--- config.mk ---
export PLATFORM = sky130hd
export DESIGN_NAME = tdm_rx_flat
export DESIGN_NICKNAME = d
export VERILOG_FILES = /design/src/rtl/tdm_pkg.sv /design/src/rtl/tdm_rx_if.sv /design/src/rtl/tdm_edge_sync.sv /design/src/rtl/tdm_rx.sv /design/src/flat_wrapper.sv
export SDC_FILE = /design/constraint.sdc
export NUM_CORES = 1
export LEC_CHECK = 0
export BUFFER_PORTS_ARGS = -buffer_cell sky130_fd_sc_hd__buf_2
export CAP_MARGIN = 40
export CORE_MARGIN = 2
export CORE_UTILIZATION = 55
export DETAILED_ROUTE_END_ITERATION = 12
export PLACE_DENSITY_LB_ADDON = 0.25
export SLEW_MARGIN = 15
export SYNTH_ARGS = -nofsm -noshare
export SYNTH_HDL_FRONTEND = slang
export SYNTH_SLANG_ARGS = --single-unit
--- constraint.sdc ---
create_clock -name mclk -period 3.8 [get_ports mclk]
set_clock_uncertainty 0.15 [all_clocks]
set_input_delay 0.76 -clock mclk [delete_from_list [all_inputs] [get_ports mclk]]
set_output_delay 0.76 -clock mclk [all_outputs]
set_load 0.005 [all_outputs]
--- src/rtl/tdm_pkg.sv ---
// Shared types and defaults for the TDM receive path (and the future transmitter).
package tdm_pkg;

    typedef enum logic [1:0] {
        ST_IDLE      = 2'd0,
        ST_ALIGN     = 2'd1,
        ST_RECV      = 2'd2,
        ST_WAIT_SYNC = 2'd3
    } tdm_state_e;

    localparam int DEF_SLOTS     = 8;
    localparam int DEF_SLOT_BITS = 32;
    localparam int DEF_DATA_BITS = 24;

    // Index width for a counter over n positions; never narrower than one bit.
    function automatic int idx_w(input int n);
        return (n > 1) ? $clog2(n) : 1;
    endfunction

endpackage

--- src/rtl/tdm_rx_if.sv ---
// Parallel sample bus leaving the TDM receiver toward downstream audio processing.
interface tdm_rx_if
    import tdm_pkg::*;
#(
    parameter int DATA_BITS = DEF_DATA_BITS,
    parameter int SLOTS     = DEF_SLOTS
);
    localparam int SLOT_W = idx_w(SLOTS);

    logic [DATA_BITS-1:0] rx_data;
    logic [SLOT_W-1:0]    rx_slot;
    logic                 rx_valid;
    logic                 frame_start;
    logic                 rx_lock;
    logic                 frame_err;
    logic [15:0]          err_count;

    modport master (
        output rx_data, rx_slot, rx_valid, frame_start, rx_lock, frame_err, err_count
    );

    modport slave (
        input rx_data, rx_slot, rx_valid, frame_start, rx_lock, frame_err, err_count
    );

endinterface

--- src/rtl/tdm_edge_sync.sv ---
// Two-flop synchronizer for bclk/wclk/serial data with bclk rising-edge detection.
module tdm_edge_sync (
    input  logic clk_i,
    input  logic rst_i,
    input  logic bclk_i,
    input  logic wclk_i,
    input  logic data_i,
    output logic bclk_rise_o,
    output logic wclk_o,
    output logic data_o
);
    // Bit order in both stages: {bclk, wclk, data}; all three see equal latency.
    logic [2:0] meta_q;
    logic [2:0] sync_q;
    logic       bclk_prev_q;

    always_ff @(posedge clk_i) begin
        if (rst_i) begin
            meta_q      <= '0;
            sync_q      <= '0;
            bclk_prev_q <= 1'b0;
        end else begin
            meta_q      <= {bclk_i, wclk_i, data_i};
            sync_q      <= meta_q;
            bclk_prev_q <= sync_q[2];
        end
    end

    assign bclk_rise_o = sync_q[2] & ~bclk_prev_q;
    assign wclk_o      = sync_q[1];
    assign data_o      = sync_q[0];

endmodule

--- src/rtl/tdm_rx.sv ---
// TDM receive deserializer in the mclk domain; one strobed word per slot.
// Optional saturating framing-error counter enabled by defining TDM_RX_ERR_CNT_EN.
module tdm_rx
    import tdm_pkg::*;
#(
    parameter int SLOTS     = DEF_SLOTS,
    parameter int SLOT_BITS = DEF_SLOT_BITS,
    parameter int DATA_BITS = DEF_DATA_BITS,
    parameter int WS_DELAY  = 1
) (
    input  logic     mclk,
    input  logic     rst,
    input  logic     bclk,
    input  logic     wclk,
    input  logic     tdm_in,
    tdm_rx_if.master rx
);
    localparam int SW = idx_w(SLOTS);
    localparam int BW = idx_w(SLOT_BITS);
    localparam logic [BW-1:0] BIT_LAST  = BW'(SLOT_BITS - 1);
    localparam logic [BW-1:0] DATA_LAST = BW'(DATA_BITS - 1);
    localparam logic [SW-1:0] SLOT_LAST = SW'(SLOTS - 1);

    logic bclk_rise;
    logic wclk_s;
    logic data_s;

    tdm_edge_sync u_sync (
        .clk_i       (mclk),
        .rst_i       (rst),
        .bclk_i      (bclk),
        .wclk_i      (wclk),
        .data_i      (tdm_in),
        .bclk_rise_o (bclk_rise),
        .wclk_o      (wclk_s),
        .data_o      (data_s)
    );

    tdm_state_e           state_q;
    logic                 wclk_prev_q;
    logic [BW-1:0]        bit_cnt_q;
    logic [SW-1:0]        slot_cnt_q;
    logic [DATA_BITS-2:0] shift_q;
    logic [DATA_BITS-1:0] rx_data_q;
    logic [SW-1:0]        rx_slot_q;
    logic                 rx_valid_q;
    logic                 frame_start_q;
    logic                 rx_lock_q;
    logic                 frame_err_q;

    logic                 sync_ev;
    logic                 restart;
    logic                 take;
    logic [BW-1:0]        bit_idx;
    logic [SW-1:0]        slot_idx;
    logic [DATA_BITS-1:0] shift_d;

    // A sync restarts the frame from any state except ALIGN, where the bit is slot-0 data.
    assign sync_ev  = bclk_rise & wclk_s & ~wclk_prev_q;
    assign restart  = sync_ev && (state_q != ST_ALIGN);
    assign take     = bclk_rise && ((state_q == ST_ALIGN) ||
                                    (state_q == ST_RECV && !sync_ev) ||
                                    (restart && WS_DELAY == 0));
    assign bit_idx  = restart ? '0 : bit_cnt_q;
    assign slot_idx = restart ? '0 : slot_cnt_q;
    assign shift_d  = {shift_q, data_s};

    always_ff @(posedge mclk) begin
        if (rst) begin
            state_q       <= ST_IDLE;
            wclk_prev_q   <= 1'b0;
            bit_cnt_q     <= '0;
            slot_cnt_q    <= '0;
            shift_q       <= '0;
            rx_data_q     <= '0;
            rx_slot_q     <= '0;
            rx_valid_q    <= 1'b0;
            frame_start_q <= 1'b0;
            rx_lock_q     <= 1'b0;
            frame_err_q   <= 1'b0;
        end else begin
            rx_valid_q    <= 1'b0;
            frame_start_q <= 1'b0;
            frame_err_q   <= 1'b0;
            if (bclk_rise) begin
                wclk_prev_q <= wclk_s;
            end

            if (restart) begin
                frame_start_q <= 1'b1;
                bit_cnt_q     <= '0;
                slot_cnt_q    <= '0;
                state_q       <= (WS_DELAY != 0) ? ST_ALIGN : ST_RECV;
                if (state_q == ST_WAIT_SYNC) begin
                    rx_lock_q <= 1'b1;
                end else if (state_q == ST_RECV) begin
                    frame_err_q <= 1'b1;
                    rx_lock_q   <= 1'b0;
                end
            end else if (bclk_rise && state_q == ST_WAIT_SYNC) begin
                frame_err_q <= 1'b1;
                rx_lock_q   <= 1'b0;
                state_q     <= ST_IDLE;
            end else if (bclk_rise && state_q == ST_ALIGN) begin
                state_q <= ST_RECV;
            end

            // Capture one bit; trailing bits beyond DATA_BITS only advance the counters.
            if (take) begin
                if (bit_idx <= DATA_LAST) begin
                    shift_q <= shift_d[DATA_BITS-2:0];
                end
                if (bit_idx == DATA_LAST) begin
                    rx_valid_q <= 1'b1;
                    rx_data_q  <= shift_d;
                    rx_slot_q  <= slot_idx;
                end
                if (bit_idx == BIT_LAST) begin
                    bit_cnt_q <= '0;
                    if (slot_idx == SLOT_LAST) begin
                        slot_cnt_q <= '0;
                        state_q    <= ST_WAIT_SYNC;
                    end else begin
                        slot_cnt_q <= slot_idx + SW'(1);
                    end
                end else begin
                    bit_cnt_q  <= bit_idx + BW'(1);
                    slot_cnt_q <= slot_idx;
                end
            end
        end
    end

`ifdef TDM_RX_ERR_CNT_EN
    logic [15:0] err_cnt_q;

    always_ff @(posedge mclk) begin
        if (rst) begin
            err_cnt_q <= '0;
        end else if (frame_err_q && err_cnt_q != 16'hFFFF) begin
            err_cnt_q <= err_cnt_q + 16'd1;
        end
    end

    assign rx.err_count = err_cnt_q;
`else
    assign rx.err_count = 16'h0000;
`endif

    assign rx.rx_data     = rx_data_q;
    assign rx.rx_slot     = rx_slot_q;
    assign rx.rx_valid    = rx_valid_q;
    assign rx.frame_start = frame_start_q;
    assign rx.rx_lock     = rx_lock_q;
    assign rx.frame_err   = frame_err_q;

endmodule
--- src/flat_wrapper.sv ---
// flat-port wrapper written by rule: the top's interface ports become plain ports
module tdm_rx_flat import tdm_pkg::*;
#(
    parameter int SLOTS     = DEF_SLOTS,
    parameter int SLOT_BITS = DEF_SLOT_BITS,
    parameter int DATA_BITS = DEF_DATA_BITS,
    parameter int WS_DELAY  = 1
)
  (mclk, rst, bclk, wclk, tdm_in, rx_rx_data, rx_rx_slot, rx_rx_valid, rx_frame_start, rx_rx_lock, rx_frame_err, rx_err_count);
  tdm_rx_if #(.DATA_BITS(DATA_BITS), .SLOTS(SLOTS)) rx_i ();
  input  logic mclk;
  input  logic rst;
  input  logic bclk;
  input  logic wclk;
  input  logic tdm_in;
  output wire logic [$bits(rx_i.rx_data)-1:0] rx_rx_data;
  output wire logic [$bits(rx_i.rx_slot)-1:0] rx_rx_slot;
  output wire logic [$bits(rx_i.rx_valid)-1:0] rx_rx_valid;
  output wire logic [$bits(rx_i.frame_start)-1:0] rx_frame_start;
  output wire logic [$bits(rx_i.rx_lock)-1:0] rx_rx_lock;
  output wire logic [$bits(rx_i.frame_err)-1:0] rx_frame_err;
  output wire logic [$bits(rx_i.err_count)-1:0] rx_err_count;
  assign rx_rx_data = rx_i.rx_data;
  assign rx_rx_slot = rx_i.rx_slot;
  assign rx_rx_valid = rx_i.rx_valid;
  assign rx_frame_start = rx_i.frame_start;
  assign rx_rx_lock = rx_i.rx_lock;
  assign rx_frame_err = rx_i.frame_err;
  assign rx_err_count = rx_i.err_count;
  tdm_rx #(.SLOTS(SLOTS), .SLOT_BITS(SLOT_BITS), .DATA_BITS(DATA_BITS), .WS_DELAY(WS_DELAY)) u_core (.mclk(mclk), .rst(rst), .bclk(bclk), .wclk(wclk), .tdm_in(tdm_in), .rx(rx_i));
endmodule
==> results.txt <==
The detail route stage leaves a number of antenna-violating nets equal to 0. The worst setup timing slack at the placement stage came out at 0.9229 ns. The detailed placement HPWL came out at 3221 microns.

The DRC violation total after the first TritonRoute iteration came out at 53. The setup TNS is 0 ns. The post-synthesis share of cell area spent on and, or, nand and nor gates is 20.16%. The post-layout net count came out at 329.

The I/O pin count is 52. Signal routing reaches up to met4. The global router's overall resource usage is 17.37%. The count of placed standard cells including taps is 381.

The total met2 wirelength after detailed routing is 2116 microns. The leading cell type by number of instances after synthesis is sky130_fd_sc_hd__dfxtp_1. The first-pass GRT wire length is 8252 microns. The netlist area before placement is 3042 sq um. The synthesized netlist devotes 1.440% of its cell area to XOR and XNOR gates. The initial antenna violation count is 0. The routed layout has 1961 vias. The number of hold buffers added after CTS was 0. The repair_antennas step left the layout with diodes totalling 0. After synthesis, the largest family of logic cells by area is simple AND/OR/NAND/NOR gates. In the routed design, unresolved DRC markers number 0. The instance count of the mapped netlist came out at 288. Summing the areas of all compound-gate instances in the mapped netlist gives 5.183% of the synthesized area. The total power draw is 0.001523 W. The critical path's largest stage delay came out at 0.57 ns. Setup repair after global routing left no endpoint under its margin. Along the worst path, the maximum fanout reaches 12. The max-capacitance violation count is 0.

The proportion of netlist area held by the largest area contributor is 47.39%. The die is 78.37 microns wide. Of the cells placed in the final design, the portion with a size suffix greater than 1 is 18.15%. Of all flip-flops after synthesis, the portion carrying an async set or reset was 0%. The aggregate global routing overflow is 0. The total met3 wirelength after detailed routing came out at 279 microns. The tightest hold path in the finished design has a slack of 0.2858 ns.

The number of hold-slack violations in the final timing report came out at 0. The standard-cell row count came out at 27. The via count of the first global-routing pass is 1775. For this run, the number of Yosys warnings is 0. The post-CTS setup buffer count came out at 0. The number of synthesized flops with an enable pin came out at 0.

Setup slack on the critical path of the routed design comes to 0.8888 ns. The leakage power summed over all cells is 1.334 nW. Among the stages of the critical path, the cell type that occurs most often is sky130_fd_sc_hd__ha_1. The count of filler cells inserted in the layout is 456. The clock drives 72 sinks. The pin count of the biggest net entering global routing is 51. By area the synthesized netlist is led by sky130_fd_sc_hd__dfxtp_1, sky130_fd_sc_hd__mux2i_1, sky130_fd_sc_hd__nand2b_1.

The worst setup path is captured at a flip-flop. The data required time of the critical path came out at 3.91 ns. The total power per unit cell area is 445.7 nW/um^2. The worst hold path belongs to the class flip-flop to flip-flop.

The die height came out at 78.37 microns. The area added between synthesis and finish came out at 12.30%. The final critical path takes up 76.61% of the cycle. The max-slew violation total from the final report came out at 0. The non-filler instance count after layout is 397.

The peak ir drop on the vdd network came out at 357.7 uV. The count of different cell masters after synthesis came out at 35. For the worst-skew pair, the clock arrives at the later sink with an insertion delay of 0.35 ns. By count the netlist is led by sky130_fd_sc_hd__dfxtp_1, sky130_fd_sc_hd__nand2b_1, sky130_fd_sc_hd__mux2i_1. The post-route minimum period is 2.911 ns. The run finished with clean final reports.

The mean instance size in the synthesized netlist is 10.56 sq um. The count of port buffers added during placement came out at 35. After synthesis, flip-flops and latches occupy 47.39% of the total area.

The data arrival time at the worst-slack endpoint is 3.02 ns. Among all flip-flop cells after synthesis, the most frequent one is sky130_fd_sc_hd__dfxtp_1. Summing the areas of all fa, ha and maj instances in the mapped netlist gives 1.645% of the synthesized area. The routability-driven placement congestion ratio came out at 0.7629. The wire length the detailed router placed on met1 is 2330 microns. The total iterations of the first detailed-routing run is 4. Of all cell types, the one taking the most synthesized area is sky130_fd_sc_hd__dfxtp_1. The clock transition time at the flip-flop clock pins of the worst setup and hold paths is 0.07 ns.

The total core area came out at 5439 sq um. The clock passes through at most 2 buffers. The H-tree level count is 3.

For this configuration, the core starts out at a cell density of 55.92%. The worst setup path is launched from a flip-flop. The maximum clock rate is 343.5 MHz. The routed wire length is 4818 microns. The portion of netlist area occupied by mux cells came out at 16.45%. On the critical path, the stage with the largest delay is an instance of sky130_fd_sc_hd__dfxtp_1. The worst setup path is of the flip-flop to flip-flop kind. Post-CTS repair changed the size of 0 cells. The root buffer cell chosen for the clock tree is sky130_fd_sc_hd__clkbuf_8. The floorplan die area is 6141 sq um. The number of synthesized register bits is 72. TritonCTS built the clock tree. The post-detailed-route wirelength per cell is 12.14 microns. The total CTS buffers came out at 9. The critical path goes through nand2b_1 -> nand3_1 -> and2_1 -> ha_1 -> and4_1 -> ha_1 -> inv_1 -> or4_1 -> o31ai_1. The via density per instance is 4.940. The final number of setup-violating endpoints came out at 0.
==> stage by stage <==
stage,cell area (sq um),utilization (%)
finish,3416,62.80
global route,3416,62.80
CTS,3416,62.80
detailed placement,3174,58.36
global placement,3154,57.99
floorplan,3098,-
==> flip-flops by register name, summed over array words and instances, names as in the netlist <==
register                   count
u_core.shift_q                23
u_core.wclk_prev_q             1
u_core.rx.frame_start          1
u_core.rx.rx_lock              1
u_core.rx.rx_valid             1
u_core.rx.frame_err            1
u_core.u_sync.bclk_prev_q      1
u_core.state_q                 2
u_core.rx.rx_data             24
u_core.bit_cnt_q               5
u_core.slot_cnt_q              3
u_core.u_sync.meta_q           3
u_core.u_sync.sync_q           3
u_core.rx.rx_slot              3
==> cell type report <==
| type | count | area (sq um) | area share (%) |
|---|---|---|---|
| multi-input cells | 197 | 1425 | 41.72 |
| clock buffers | 9 | 123.9 | 3.626 |
| flip-flops and latches | 72 | 1441 | 42.20 |
| clock inverters | 7 | 117.6 | 3.443 |
| well taps | 72 | 90.09 | 2.637 |
| inverters | 2 | 7.507 | 0.2198 |
| repair buffers | 38 | 210.2 | 6.154 |
==> path summary, 6_finish.rpt <==
path / slack (ns) / from / end / cells past startpoint
worst min-delay path: 0.29 / u_core.u_sync.meta_q[2] / u_core.u_sync.sync_q[2] / 1
worst max register to register: 0.89 / u_core.state_q[0] / u_core.slot_cnt_q[0] / 9
worst max-delay path: 0.89 / u_core.state_q[0] / u_core.slot_cnt_q[0] / 9
worst min register to register: 0.29 / u_core.u_sync.meta_q[2] / u_core.u_sync.sync_q[2] / 1
==> logic make-up (layout without fill, tap and decap cells) <==
kind of cell | count (synthesis) | in the layout
xor+xnor | 5 | 5
flops | 72 | 72
buf+inv | 34 | 56
mux | 50 | 50
compound gates | 19 | 19
other cells | 1 | 16
simple gates | 103 | 103
fa+ha+maj | 4 | 4
==> where the power goes <==
part	switching, W	internal [W]
Sequential	0.00000156	0.000757
Clock	0.000292	0.000437
Combinational	0.0000191	0.0000157
==> layout by cell type, fill, tap and decap left out, drive strengths merged <==
| cell | instances |
|---|---|
| o32ai | 1 |
| o31ai | 1 |
| conb | 16 |
| a31oi | 1 |
| xnor2 | 4 |
| xor2 | 1 |
| dfxtp | 72 |
| o21ai | 4 |
| clkbuf | 9 |
| nor2b | 10 |
| nand3 | 4 |
| nand3b | 1 |
| and4 | 2 |
| nor2 | 8 |
| o32a | 1 |
| buf | 38 |
| o211ai | 2 |
| ha | 4 |
| nand4b | 1 |
| nand4 | 2 |
| mux2i | 50 |
| a21oi | 8 |
| nor3b | 1 |
| nor3 | 3 |
| bufinv | 3 |
| or4 | 1 |
| inv | 3 |
| nand2 | 8 |
| and2 | 5 |
| o21bai | 1 |
| nand2b | 57 |
| clkinv | 3 |
==> per-layer routing <==
| metal | vias up | track usage, % |
|---|---|---|
| li1 | 993 | - |
| met2 | 51 | 25.26 |
| met5 | - | 0 |
| met3 | 8 | 6.207 |
| met1 | 909 | 22.68 |
| met4 | 0 | 8.947 |
==> critical path, delay by kind of cell (launching register included) <==
family                     cells  cell delay, ns
AOI/OAI and AO/OA              1            0.07
and+or+nand+nor                5            1.48
adders and majority gates      2            0.46
buffers and inverters          1            0.10
DFF                            1            0.57
(Power assumes the default switching activity.)
